<file path="config.mk">
export PLATFORM = sky130hd
export DESIGN_NAME = ps2_host_tx_flat
export DESIGN_NICKNAME = d
export VERILOG_FILES = /design/src/rtl/ps2_pkg.sv /design/src/rtl/ps2_host_tx_if.sv /design/src/rtl/ps2_sync_edge.sv /design/src/rtl/ps2_host_tx.sv /design/src/flat_wrapper.sv
export SDC_FILE = /design/constraint.sdc
export NUM_CORES = 1
export LEC_CHECK = 0
export ABC_AREA = 1
export BUFFER_PORTS_ARGS = -buffer_cell sky130_fd_sc_hd__clkbuf_2
export CORE_MARGIN = 8
export CORE_UTILIZATION = 60
export CTS_CLUSTER_SIZE = 20
export DETAILED_ROUTE_END_ITERATION = 7
export GPL_ROUTABILITY_DRIVEN = 0
export PLACE_DENSITY_LB_ADDON = 0.3
export SLEW_MARGIN = 20
export SYNTH_ARGS = -nofsm -noshare
export SYNTH_HDL_FRONTEND = slang
export SYNTH_SLANG_ARGS = --single-unit
</file>
<file path="constraint.sdc">
create_clock -name clk -period 1.95 [get_ports clk]
set_clock_uncertainty 0.15 [all_clocks]
set_input_delay 0.195 -clock clk [delete_from_list [all_inputs] [get_ports clk]]
set_output_delay 0.195 -clock clk [all_outputs]
set_load 0.01 [all_outputs]
</file>
<file path="src/rtl/ps2_pkg.sv">
// ps2_pkg: shared PS/2 types and command/response codes.
// Imported by the host transmitter and the keyboard receiver.
package ps2_pkg;

   typedef enum logic [2:0] {
      IDLE,
      INHIBIT,
      SEND,
      ACK,
      WAIT_IDLE
   } ps2_state_e;

   localparam logic [7:0] PS2_CMD_SET_LED = 8'hED;
   localparam logic [7:0] PS2_CMD_ENABLE  = 8'hF4;
   localparam logic [7:0] PS2_CMD_RESET   = 8'hFF;
   localparam logic [7:0] PS2_RSP_ACK     = 8'hFA;
   localparam logic [7:0] PS2_BREAK       = 8'hF0;

   function automatic logic odd_parity(input logic [7:0] b);
      return ~^b;
   endfunction

endpackage

</file>
<file path="src/rtl/ps2_host_tx_if.sv">
// ps2_host_tx_if: command request handshake and status to the PS/2
// host transmitter.
interface ps2_host_tx_if;

   logic [7:0] tx_data;
   logic       tx_valid;
   logic       tx_ready;
   logic       busy;
   logic       done;
   logic       error;

   modport master (
      output tx_data,
      output tx_valid,
      input  tx_ready,
      input  busy,
      input  done,
      input  error
   );

   modport slave (
      input  tx_data,
      input  tx_valid,
      output tx_ready,
      output busy,
      output done,
      output error
   );

endinterface

</file>
<file path="src/rtl/ps2_sync_edge.sv">
// ps2_sync_edge: 2-flop synchronisers for the PS/2 pins plus
// falling-edge detect on the clock line.
module ps2_sync_edge (
   input  logic clk,
   input  logic reset,
   input  logic ps2_clk_i,
   input  logic ps2_dat_i,
   output logic clk_s,
   output logic dat_s,
   output logic clk_fall
);

   logic [1:0] clk_sync;
   logic [1:0] dat_sync;
   logic       clk_hist;

   // Reset to the idle-high bus level so release never looks like a fall.
   always_ff @(posedge clk or posedge reset) begin
      if (reset) begin
         clk_sync <= 2'b11;
         dat_sync <= 2'b11;
         clk_hist <= 1'b1;
      end else begin
         clk_sync <= {clk_sync[0], ps2_clk_i};
         dat_sync <= {dat_sync[0], ps2_dat_i};
         clk_hist <= clk_sync[1];
      end
   end

   assign clk_s    = clk_sync[1];
   assign dat_s    = dat_sync[1];
   assign clk_fall = clk_hist & ~clk_sync[1];

endmodule

</file>
<file path="src/rtl/ps2_host_tx.sv">
// ps2_host_tx: open-drain PS/2 host-to-device command transmitter.
// Define PS2_TX_RETRY_EN to retry failed frames up to MAX_RETRY times.
module ps2_host_tx
   import ps2_pkg::*;
#(
   parameter int INHIBIT_CYCLES = 5000,
   parameter int TIMEOUT_CYCLES = 1000000
`ifdef PS2_TX_RETRY_EN
   ,
   parameter int MAX_RETRY = 2
`endif
) (
   input  logic          clk,
   input  logic          reset,
   ps2_host_tx_if.slave  bus,
   input  logic          ps2_clk_i,
   input  logic          ps2_dat_i,
   output logic          ps2_clk_oe,
   output logic          ps2_dat_oe
);

   localparam int CW = $clog2(INHIBIT_CYCLES);
   localparam int TW = $clog2(TIMEOUT_CYCLES);
   localparam logic [CW-1:0] INH_START = CW'(INHIBIT_CYCLES - 2);
   localparam logic [CW-1:0] INH_LAST  = CW'(INHIBIT_CYCLES - 1);
   localparam logic [TW-1:0] TMO_LAST  = TW'(TIMEOUT_CYCLES - 1);

   ps2_state_e    state;
   logic [7:0]    shreg;
   logic          parity;
   logic [CW-1:0] inh_cnt;
   logic [3:0]    bitcnt;
   logic [TW-1:0] tmo_cnt;
   logic          done_r;
   logic          error_r;
`ifdef PS2_TX_RETRY_EN
   localparam int RW = $clog2(MAX_RETRY + 2);
   logic [RW-1:0] retry_cnt;
`endif

   logic clk_s;
   logic dat_s;
   logic clk_fall;
   logic nak;
   logic tmo_hit;

   ps2_sync_edge u_sync (
      .clk       (clk),
      .reset     (reset),
      .ps2_clk_i (ps2_clk_i),
      .ps2_dat_i (ps2_dat_i),
      .clk_s     (clk_s),
      .dat_s     (dat_s),
      .clk_fall  (clk_fall)
   );

   assign nak     = (state == ACK) && clk_fall && dat_s;
   assign tmo_hit = (tmo_cnt == TMO_LAST);

   always_ff @(posedge clk or posedge reset) begin
      if (reset) begin
         state      <= IDLE;
         shreg      <= '0;
         parity     <= 1'b0;
         inh_cnt    <= '0;
         bitcnt     <= '0;
         tmo_cnt    <= '0;
         ps2_clk_oe <= 1'b0;
         ps2_dat_oe <= 1'b0;
         done_r     <= 1'b0;
         error_r    <= 1'b0;
`ifdef PS2_TX_RETRY_EN
         retry_cnt  <= '0;
`endif
      end else begin
         done_r  <= 1'b0;
         error_r <= 1'b0;
         unique case (state)
            IDLE: begin
               if (bus.tx_valid) begin
                  shreg      <= bus.tx_data;
                  parity     <= odd_parity(bus.tx_data);
                  inh_cnt    <= '0;
                  ps2_clk_oe <= 1'b1;
                  state      <= INHIBIT;
`ifdef PS2_TX_RETRY_EN
                  retry_cnt  <= '0;
`endif
               end
            end
            INHIBIT: begin
               inh_cnt <= inh_cnt + 1'b1;
               // Start bit goes low while the clock is still held.
               if (inh_cnt == INH_START)
                  ps2_dat_oe <= 1'b1;
               if (inh_cnt == INH_LAST) begin
                  ps2_clk_oe <= 1'b0;
                  bitcnt     <= '0;
                  tmo_cnt    <= '0;
                  state      <= SEND;
               end
            end
            SEND, ACK, WAIT_IDLE: begin
               tmo_cnt <= tmo_cnt + 1'b1;
               if (nak || tmo_hit) begin
                  ps2_dat_oe <= 1'b0;
`ifdef PS2_TX_RETRY_EN
                  if (retry_cnt < RW'(MAX_RETRY)) begin
                     retry_cnt  <= retry_cnt + 1'b1;
                     inh_cnt    <= '0;
                     ps2_clk_oe <= 1'b1;
                     state      <= INHIBIT;
                  end else begin
                     ps2_clk_oe <= 1'b0;
                     error_r    <= 1'b1;
                     state      <= IDLE;
                  end
`else
                  ps2_clk_oe <= 1'b0;
                  error_r    <= 1'b1;
                  state      <= IDLE;
`endif
               end else if (state == SEND && clk_fall) begin
                  bitcnt <= bitcnt + 1'b1;
                  if (bitcnt < 4'd8) begin
                     ps2_dat_oe <= ~shreg[bitcnt[2:0]];
                  end else if (bitcnt == 4'd8) begin
                     ps2_dat_oe <= ~parity;
                  end else begin
                     ps2_dat_oe <= 1'b0;
                     state      <= ACK;
                  end
               end else if (state == ACK && clk_fall) begin
                  state <= WAIT_IDLE;
               end else if (state == WAIT_IDLE && clk_s && dat_s) begin
                  done_r <= 1'b1;
                  state  <= IDLE;
               end
            end
            default: state <= IDLE;
         endcase
      end
   end

   assign bus.tx_ready = (state == IDLE);
   assign bus.busy     = (state != IDLE);
   assign bus.done     = done_r;
   assign bus.error    = error_r;

endmodule
</file>
<file path="src/flat_wrapper.sv">
// flat-port wrapper written by rule: the top's interface ports become plain ports
module ps2_host_tx_flat import ps2_pkg::*;
#(
   parameter int INHIBIT_CYCLES = 5000,
   parameter int TIMEOUT_CYCLES = 1000000

)
  (clk, reset, ps2_clk_i, ps2_dat_i, ps2_clk_oe, ps2_dat_oe, bus_tx_data, bus_tx_valid, bus_tx_ready, bus_busy, bus_done, bus_error);
  ps2_host_tx_if bus_i ();
  input  logic clk;
  input  logic reset;
  input  logic ps2_clk_i;
  input  logic ps2_dat_i;
  output logic ps2_clk_oe;
  output logic ps2_dat_oe;
  input wire logic [$bits(bus_i.tx_data)-1:0] bus_tx_data;
  input wire logic [$bits(bus_i.tx_valid)-1:0] bus_tx_valid;
  output wire logic [$bits(bus_i.tx_ready)-1:0] bus_tx_ready;
  output wire logic [$bits(bus_i.busy)-1:0] bus_busy;
  output wire logic [$bits(bus_i.done)-1:0] bus_done;
  output wire logic [$bits(bus_i.error)-1:0] bus_error;
  assign bus_i.tx_data = bus_tx_data;
  assign bus_i.tx_valid = bus_tx_valid;
  assign bus_tx_ready = bus_i.tx_ready;
  assign bus_busy = bus_i.busy;
  assign bus_done = bus_i.done;
  assign bus_error = bus_i.error;
  ps2_host_tx #(.INHIBIT_CYCLES(INHIBIT_CYCLES), .TIMEOUT_CYCLES(TIMEOUT_CYCLES)) u_core (.clk(clk), .reset(reset), .bus(bus_i), .ps2_clk_i(ps2_clk_i), .ps2_dat_i(ps2_dat_i), .ps2_clk_oe(ps2_clk_oe), .ps2_dat_oe(ps2_dat_oe));
endmodule
</file>
After elaboration in Yosys (flattened, before gate mapping):

Index checks and enable logic that the tools add are counted.

* word-level logic and storage cells: 96
* register bits after elaboration: 58
* input port bits: 13
* output and inout port bits: 6

* mux-type cells: 36
* add/sub/neg operators: 3
* order comparisons: 2
* reductions and logical operators: 20
* equality and inequality tests: 18
* bitwise logic cells: 4

Operators by type and width (count)
* one-hot mux 20 bit (2 select lines): 1
* == test 13 bit, second input constant: 2
* one-hot mux 13 bit (2 select lines): 1
* 2-to-1 mux 3 bit: 8
* adder 20 x 1 -> 20 bit, second input constant: 1
* == test 20 bit, second input constant: 1
* 2-to-1 mux 20 bit: 1
* 2-to-1 mux 1 bit: 16
* adder 13 x 1 -> 13 bit, second input constant: 1
* 2-to-1 mux 13 bit: 1
* 2-to-1 mux 4 bit: 3
* one-hot mux 3 bit (3 select lines): 1
* inequality test 2 x 1 -> 1 bit, second input constant: 4
* inequality test 4 x 3 -> 1 bit, second input constant: 2
* one-hot mux 4 bit (2 select lines): 1
* AND reduction 4 bit: 2
* XNOR reduction 8 bit: 1
* == test 3 x 2 -> 1 bit, second input constant: 2
* AND reduction 2 bit: 3
* nonzero test 3 bit: 2
* logical AND 1 bit: 5
* inequality test 5 x 1 -> 1 bit, second input constant: 1
* AND reduction 5 bit: 1
* adder 4 x 1 -> 4 bit, second input constant: 1
* 17 further kinds: 21

Longest topological paths before layout:

Gate-level depths: netlist (run 1).

* word-level depth: 8
* depth in mapped cells: 11
* depth with buffers taken out: 11

Cells and area by module:

From an unflattened synthesis (run 1), not the netlist that was laid out.

* cell total of the unflattened synthesis: 425
* area total of the unflattened synthesis: 3248.1 µm²

By module, submodules not included
* ps2_host_tx: area an instance 3103.0 µm², seq. area each 1326.3 µm², times used 1, cells each 417
* ps2_sync_edge: area an instance 145.1 µm², seq. area each 131.4 µm², times used 1, cells each 8

Least setup slack after synthesis (run 1):

OpenSTA, ideal clock, no wires.

* path kind: register to register
* from: register u_core.tmo_cnt[0]
* to: register u_core.ps2_clk_oe
* path slack: 326 ps
* stages on the path, launching flop included: 11
* buffers on the path: 0
* setup time: 121 ps
* arrival time: 1354 ps
* clock period less this slack: 1624 ps
* data required time: 1679 ps
* cell sequence: dfrtp_1 -> ha_1 -> nand3_1 -> nor2_1 -> nand3_1 -> nand2_1 -> nand2_2 -> nand2_1 -> nand2_1 -> nand2_1 -> nand2_1

* cells in the longest elaborated chain, start to end: 4

Ends and longest elaborated chain
* start: declaration: line ps2_host_tx.sv:33 `logic [TW-1:0] tmo_cnt;`
* start signal: assignment: line ps2_host_tx.sv:104 `tmo_cnt <= tmo_cnt + 1'b1;`
* == test 20 bit: line ps2_host_tx.sv:58 `assign tmo_hit = (tmo_cnt == TMO_LAST);`
* logical OR 1 bit: line ps2_host_tx.sv:105 `if (nak || tmo_hit) begin`
* inequality test 2 x 1 -> 1 bit (no line)
* AND reduction 4 bit (no line)
* end signal: assignment: line ps2_host_tx.sv:68 `ps2_clk_oe <= 1'b0;`
* end signal: assignment: line ps2_host_tx.sv:97 `ps2_clk_oe <= 1'b0;`
* end signal: assignment: line ps2_host_tx.sv:119 `ps2_clk_oe <= 1'b0;`
* end: declaration: line ps2_host_tx.sv:18 `output logic ps2_clk_oe,`

No other way between the ends.
A chain may end at the register's enable or synchronous reset.

Final worst setup path (run 1):

Same ends and word-level chain as after synthesis.

==> results of run 1 <==
-- layer usage --
metal / routed length [um] / GRT usage (%) / vias to the layer above / share of wire, %
met5: 0 / 0 / - / 0
met4: 180 / 10.4 / 0 / 2.4
met3: 300 / 3.74 / 16 / 4.0
met2: 3860 / 34.5 / 71 / 52
met1: 3150 / 21.1 / 1382 / 42
li1: - / - / 1444 / -
-- sequential cells by signal (all words and copies together) (netlist names) --
name,flops
u_core.ps2_dat_oe,1
u_core.bus.done,1
u_core.state,3
u_core.u_sync.clk_hist,1
u_core.u_sync.dat_sync,2
u_core.u_sync.clk_sync,2
u_core.tmo_cnt,20
u_core.shreg,8
u_core.bus.error,1
u_core.bitcnt,4
u_core.parity,1
u_core.ps2_clk_oe,1
u_core.inh_cnt,13
-- timing repair --
| item | 4_1_cts | 5_1_grt |
|---|---|---|
| setup endpoints to repair | 0 | 13 |
| hold endpoints to repair | 30 | 0 |
| gates resized for setup | 0 | 8 |
| buffers inserted | 0 | 1 |
| hold buffers | 11 | 0 |
-- cell type report --
type,instances,share of cell area [%]
Multi-Input combinational cell,307,41.3
Clock buffer,11,3.67
Tap cell,72,2.34
Timing Repair Buffer,39,7.46
Inverter,55,5.48
Sequential cell,58,37.8
Clock inverter,5,2.01
-- worst paths after layout --
| kind | from | endpoint | slack (ps) | depth (start not counted) |
|---|---|---|---|---|
| max in group asynchronous | reset | u_core.u_sync.clk_hist | 760 | 4 |
| hold / removal | bus_tx_valid | u_core.state[0] | 170 | 5 |
| setup reg to reg | u_core.tmo_cnt[0] | u_core.ps2_clk_oe | 110 | 10 |
| setup / recovery | u_core.tmo_cnt[0] | u_core.ps2_clk_oe | 110 | 10 |
| hold reg to reg | u_core.u_sync.dat_sync[0] | u_core.u_sync.dat_sync[1] | 200 | 0 |
| min in group asynchronous | reset | u_core.tmo_cnt[9] | 250 | 3 |
-- cell usage in the layout, fill, tap and decap left out, types with 7 or more instances in the layout --
master	n
a21oi_1	17
buf_4	9
clkbuf_2	18
clkbuf_8	10
dfrtp_1	53
dlygate4sd3_1	11
inv_1	50
nand2_1	112
nand3_1	32
nor2_1	54
o21ai_0	25
xnor2_1	7
xor2_1	7
-- synthesized netlist by cell type (3+ instances only) --
cell type  instances
nand2_1          113
nor2_1            58
dfrtp_1           53
inv_1             51
nand3_1           33
o21ai_0           25
a21oi_1           17
xnor2_1            7
xor2_1             7
dfstp_2            5
nand4_1            5
ha_1               4
nand2_2            3
nor2_2             3
nor2_4             3
nor3_1             3
o22ai_1            3
-- metrics by stage --
stage	setup TNS [ps]	total power, mW	instances	cell area [sq um]
6_report	0	4.63	547	3860
5_1_grt	-6.22	4.91	547	3860
4_1_cts	0	4.57	546	3820
3_5_place_dp	0	3.28	519	3490
3_3_place_gp	0	3.21	519	3490
2_1_floorplan	0	2.88	425	3270
-- cells by family (layout without fill, tap and decap cells) --
logic type               after synthesis  after routing  share of synthesized area [%]
flip-flops                            58             58                           44.6
AO/OA/AOI/OAI                         57             57                           9.87
XOR/XNOR                              14             14                           3.75
adder cells (fa/ha/maj)                4              4                           1.53
buffers and inverters                 60            110                           7.69
AND/OR/NAND/NOR                      232            232                           32.6
-- power breakdown --
| part | leakage, nW | switching (mW) | internal [mW] |
|---|---|---|---|
| clock network | 0.109 | 0.513 | 0.750 |
| logic | 0.981 | 1.10 | 0.610 |
| registers | 0.758 | 0.204 | 1.45 |
-- critical path: stages, from the launching register on --
cell and delay [ps]:
dfrtp_1 400, ha_1 230, nand3_2 130, nor2_1 130, nand3_1 120, nand2_1 120
nand2_2 120, nand2_1 90, nand2_1 60, nand2_1 80, nand2_1 80
==> results.yml, run 1 <==
run_status:
  status: "completed"
logic_synthesis:
  synth_top_area_share_pct: 40.6
  yosysTopAreaCell: "dfrtp_1"
  synth-edff-count: 0
  synth_warnings: 0
  netlist_area_sq_mm: 0.00327
  synth_cell_types: 41
  synth_nets: 442
  synth_flop_cell: "dfrtp_1"
  synth.area.top_cells: "dfrtp_1 41%, nand2_1 13%, nor2_1 6.7%, inv_1 5.9%, nand3_1 5.0%"
  syn_area_per_cell_sq_um: 7.70
  synth_cells: 425
  ys_seq_area_share_pct: 44.6
  synthArstFlopShare_pct: 100
  synth-seq-cells: 58
critical_path:
  arrival_ps: 1910
  crit_path_max_fanout: 7
  critPathLaunchType: "register"
  path_class: "reg2reg"
  critPathCaptureType: "register"
  crit_required_ps: 2020
drt:
  wl_per_cell_um: 13.7
  num_vias: 2913
  routed_wl_um: 7490
  dr.pass1.iters: 5
  drt-initial-drc-count: 94
  vias_per_cell: 5.33
  antenna_left: 0
  drc_errors: 0
place:
  hpwl_um: 5070
  pre_cts_slack_ps: 77.6
  portBuffers: 18
finish:
  seq_area_sq_mm: 0.00146
  layout-drive-gt1-share_pct: 16.6
  utilization_pct: 71.8
  fillers: 417
  antennaDiodeCount: 0
  syn2layout_area_growth_pct: 17.9
  finalNetCount: 487
  multi_input_area_sq_mm: 0.00159
cts:
  root_buffer: "clkbuf_8"
  clock_latency_ps: 350
  cts.sinks: 58
  clockBufferDepth: 2
  cts_buffers: 9
  path_clk_slew_ps: 70
  cts_tree: "built"
  h-tree-depth: 3
run:
  max-cap-violations: 0
power:
  leakage_nw: 1.85
  power_density_mw_per_mm2: 1200
  ir_drop_mv: 0.921
floorplanning:
  initial_core_util_pct: 60.9
  core_sq_mm: 0.00537
  row_count: 27
  die_w_um: 89.8
  io_pins: 19
  die_area_sq_mm: 0.00807
  die_y_um: 89.8
timing:
  min_period_ps: 1840
  tightest_slew_ps: 486
  finalHoldWorstSlack_ps: 166
  max_freq_mhz: 542
  timing.final.crit_share_pct: 94.6
  drv_slew: 0
  hold_violations: 0
  relSlewSlack_pct: 67.5
  setup_viol: 0
  setup_slack_ps: 106
global_routing:
  antenna_found_initial: 0
  grt_first_pass_wirelength_um: 12800
  overflow: 0
  grt_pass1_vias: 2946
  grt_max_degree: 39
  grtUsageTotal_pct: 19.3
min_path:
  hp-class: "in2reg"
No activity file was read; power rests on OpenSTA's default activity.
==> run 2: changes to the inputs <==
--- a/config.mk
+++ b/config.mk
@@ -12,7 +12,7 @@
 export CTS_CLUSTER_SIZE = 20
 export DETAILED_ROUTE_END_ITERATION = 7
 export GPL_ROUTABILITY_DRIVEN = 0
-export PLACE_DENSITY_LB_ADDON = 0.3
+export PLACE_DENSITY = 0.79
 export SLEW_MARGIN = 20
 export SYNTH_ARGS = -nofsm -noshare
 export SYNTH_HDL_FRONTEND = slang
==> results.yml, run 2 (synthesis results as in run 1) <==
power:
  ir_drop_mv: 0.761
  power_density_mw_per_mm2: 1140
  leakage_nw: 1.83
min_path:
  holdPathEnd: "u_core.u_sync.dat_sync[1]"
  hp-class: "reg2reg"
  min_from: "u_core.u_sync.dat_sync[0]"
  hold_depth: 0
cts:
  cts.sinks: 58
  cts_tree: "built"
  root_buffer: "clkbuf_8"
  clockBufferDepth: 2
  clock_latency_ps: 330
  cts_buffers: 9
  h-tree-depth: 3
  path_clk_slew_ps: 70
drt:
  drt-initial-drc-count: 160
  antenna_left: 0
  num_vias: 2818
  routed_wl_um: 7060
  dr.pass1.iters: 4
  wl_per_cell_um: 12.9
  drc_errors: 0
  vias_per_cell: 5.15
finish:
  finalNetCount: 487
  final_common_cell: "nand2_1"
  utilization_pct: 71.2
  antennaDiodeCount: 0
  regMostFlops: "u_core.tmo_cnt"
  fillers: 421
  layout-drive-gt1-share_pct: 17.1
  largest_register_ff_count: 20
  top_regs: "u_core.tmo_cnt x20, u_core.inh_cnt x13, u_core.shreg x8"
  fin_area_sq_mm: 0.00382
  final_cell_mix: "113 x nand2_1, 54 x nor2_1, 53 x dfrtp_1, 49 x inv_1, 32 x nand3_1"
  syn2layout_area_growth_pct: 16.9
floorplanning:
  initial_core_util_pct: 60.9
  die_area_sq_mm: 0.00807
  die_y_um: 89.8
  row_count: 27
  die_w_um: 89.8
  core_sq_mm: 0.00537
  io_pins: 19
timing:
  drv_slew: 0
  tightest_slew_ps: 491
  fin_tns_setup_ps: 0
  relSlewSlack_pct: 67.2
  setup_viol: 0
  rsz0062_at_grt: "false"
  min_period_ps: 1780
  hold_violations: 0
  timing.final.crit_share_pct: 91.3
  max_freq_mhz: 562
critical_path:
  critPathCaptureType: "register"
  crit_required_ps: 2020
  reg2reg_depth: 10
  r2r-start: "u_core.state[2]"
  path_class: "reg2reg"
  r2r_slack_ps: 170
  crit_path_max_fanout: 7
  crit_start: "u_core.state[2]"
  rr_endpoint: "u_core.bitcnt[1]"
  critPathLaunchType: "register"
  arrival_ps: 1850
global_routing:
  overflow: 0
  grt_pass1_vias: 2753
  grt_max_degree: 28
  antenna_found_initial: 0
  grt_first_pass_wirelength_um: 12200
  grtUsageTotal_pct: 18.5
place:
  hpwl_um: 4970
  portBuffers: 18
  dpl_cell_area_sq_mm: 0.00350
run_status:
  status: "completed"
run:
  max-cap-violations: 0
-- run 2: cell count changes in the layout (fill, tap and decap cells not counted) --
cell | previous run | this run
bufinv_16 | 2 | 0
clkbuf_8 | 10 | 12
a21oi_1 | 17 | 16
a21oi_2 | 1 | 2
clkbuf_1 | 1 | 0
clkinvlp_4 | 1 | 2
inv_1 | 50 | 49
inv_2 | 2 | 3
nand2_1 | 112 | 113
nand2_2 | 4 | 3
nor2_2 | 6 | 7
nor2_4 | 4 | 3
-- run 2: critical path, stage by stage, from the launching register on --
cell and delay (ps):
dfrtp_1 440, nor2_2 180, inv_2 90, nor2_4 210, nand3_4 130, nand2_4 100
inv_4 70, nor2_8 110, nand2_2 80, nand2_1 60, nand2_1 60
-- run 2: area by class of cell --
cell class	instances	area, sq um	area share, %
timing repair buffer	39	288	7.52
clock inverter	4	25.0	0.654
multi-input combinational	307	1590	41.5
clock buffer	12	165	4.32
inverter	55	211	5.53
tap	72	90.1	2.36
sequential	58	1460	38.1
-- run 2: how the worst max path moves through the flow --
stage                       endpoint
finish              u_core.bitcnt[1]
global route        u_core.bitcnt[1]
CTS                 u_core.bitcnt[1]
detailed placement  u_core.bitcnt[1]
global placement    u_core.bitcnt[0]
floorplan           u_core.bitcnt[0]
-- run 2: repair_timing --
action / in CTS / in global routing
endpoints found under the hold margin: 30 / 0
hold buffers: 11 / 0
buffers inserted: 0 / 0
resized for setup: 0 / 8
setup endpoints to repair: 0 / 16
-- run 2: layer usage --
layer,GRT usage [%],up-vias,wire [um]
li1,-,1443,-
met1,21.4,1321,3220
met2,31.2,47,3480
met3,5.07,7,266
met4,8.32,0,88
met5,0,-,0
-- run 2: report_power, final --
group	total [mW]	internal (mW)	leakage (nW)	switching [mW]
clock network	1.04	0.560	0.0944	0.479
registers	1.65	1.45	0.758	0.205
logic	1.67	0.591	0.979	1.08
total	4.36	2.60	1.83	1.76
-- run 2: metrics by stage --
stage	power, mW	worst slack [ps]	instances	hold slack, ps
6_report	4.36	170	547	206
5_1_grt	4.66	12.4	547	209
4_1_cts	4.34	37.4	547	189
3_5_place_dp	3.27	37.2	520	83.7
3_3_place_gp	3.22	143	520	76.0
2_1_floorplan	2.88	185	425	49.5
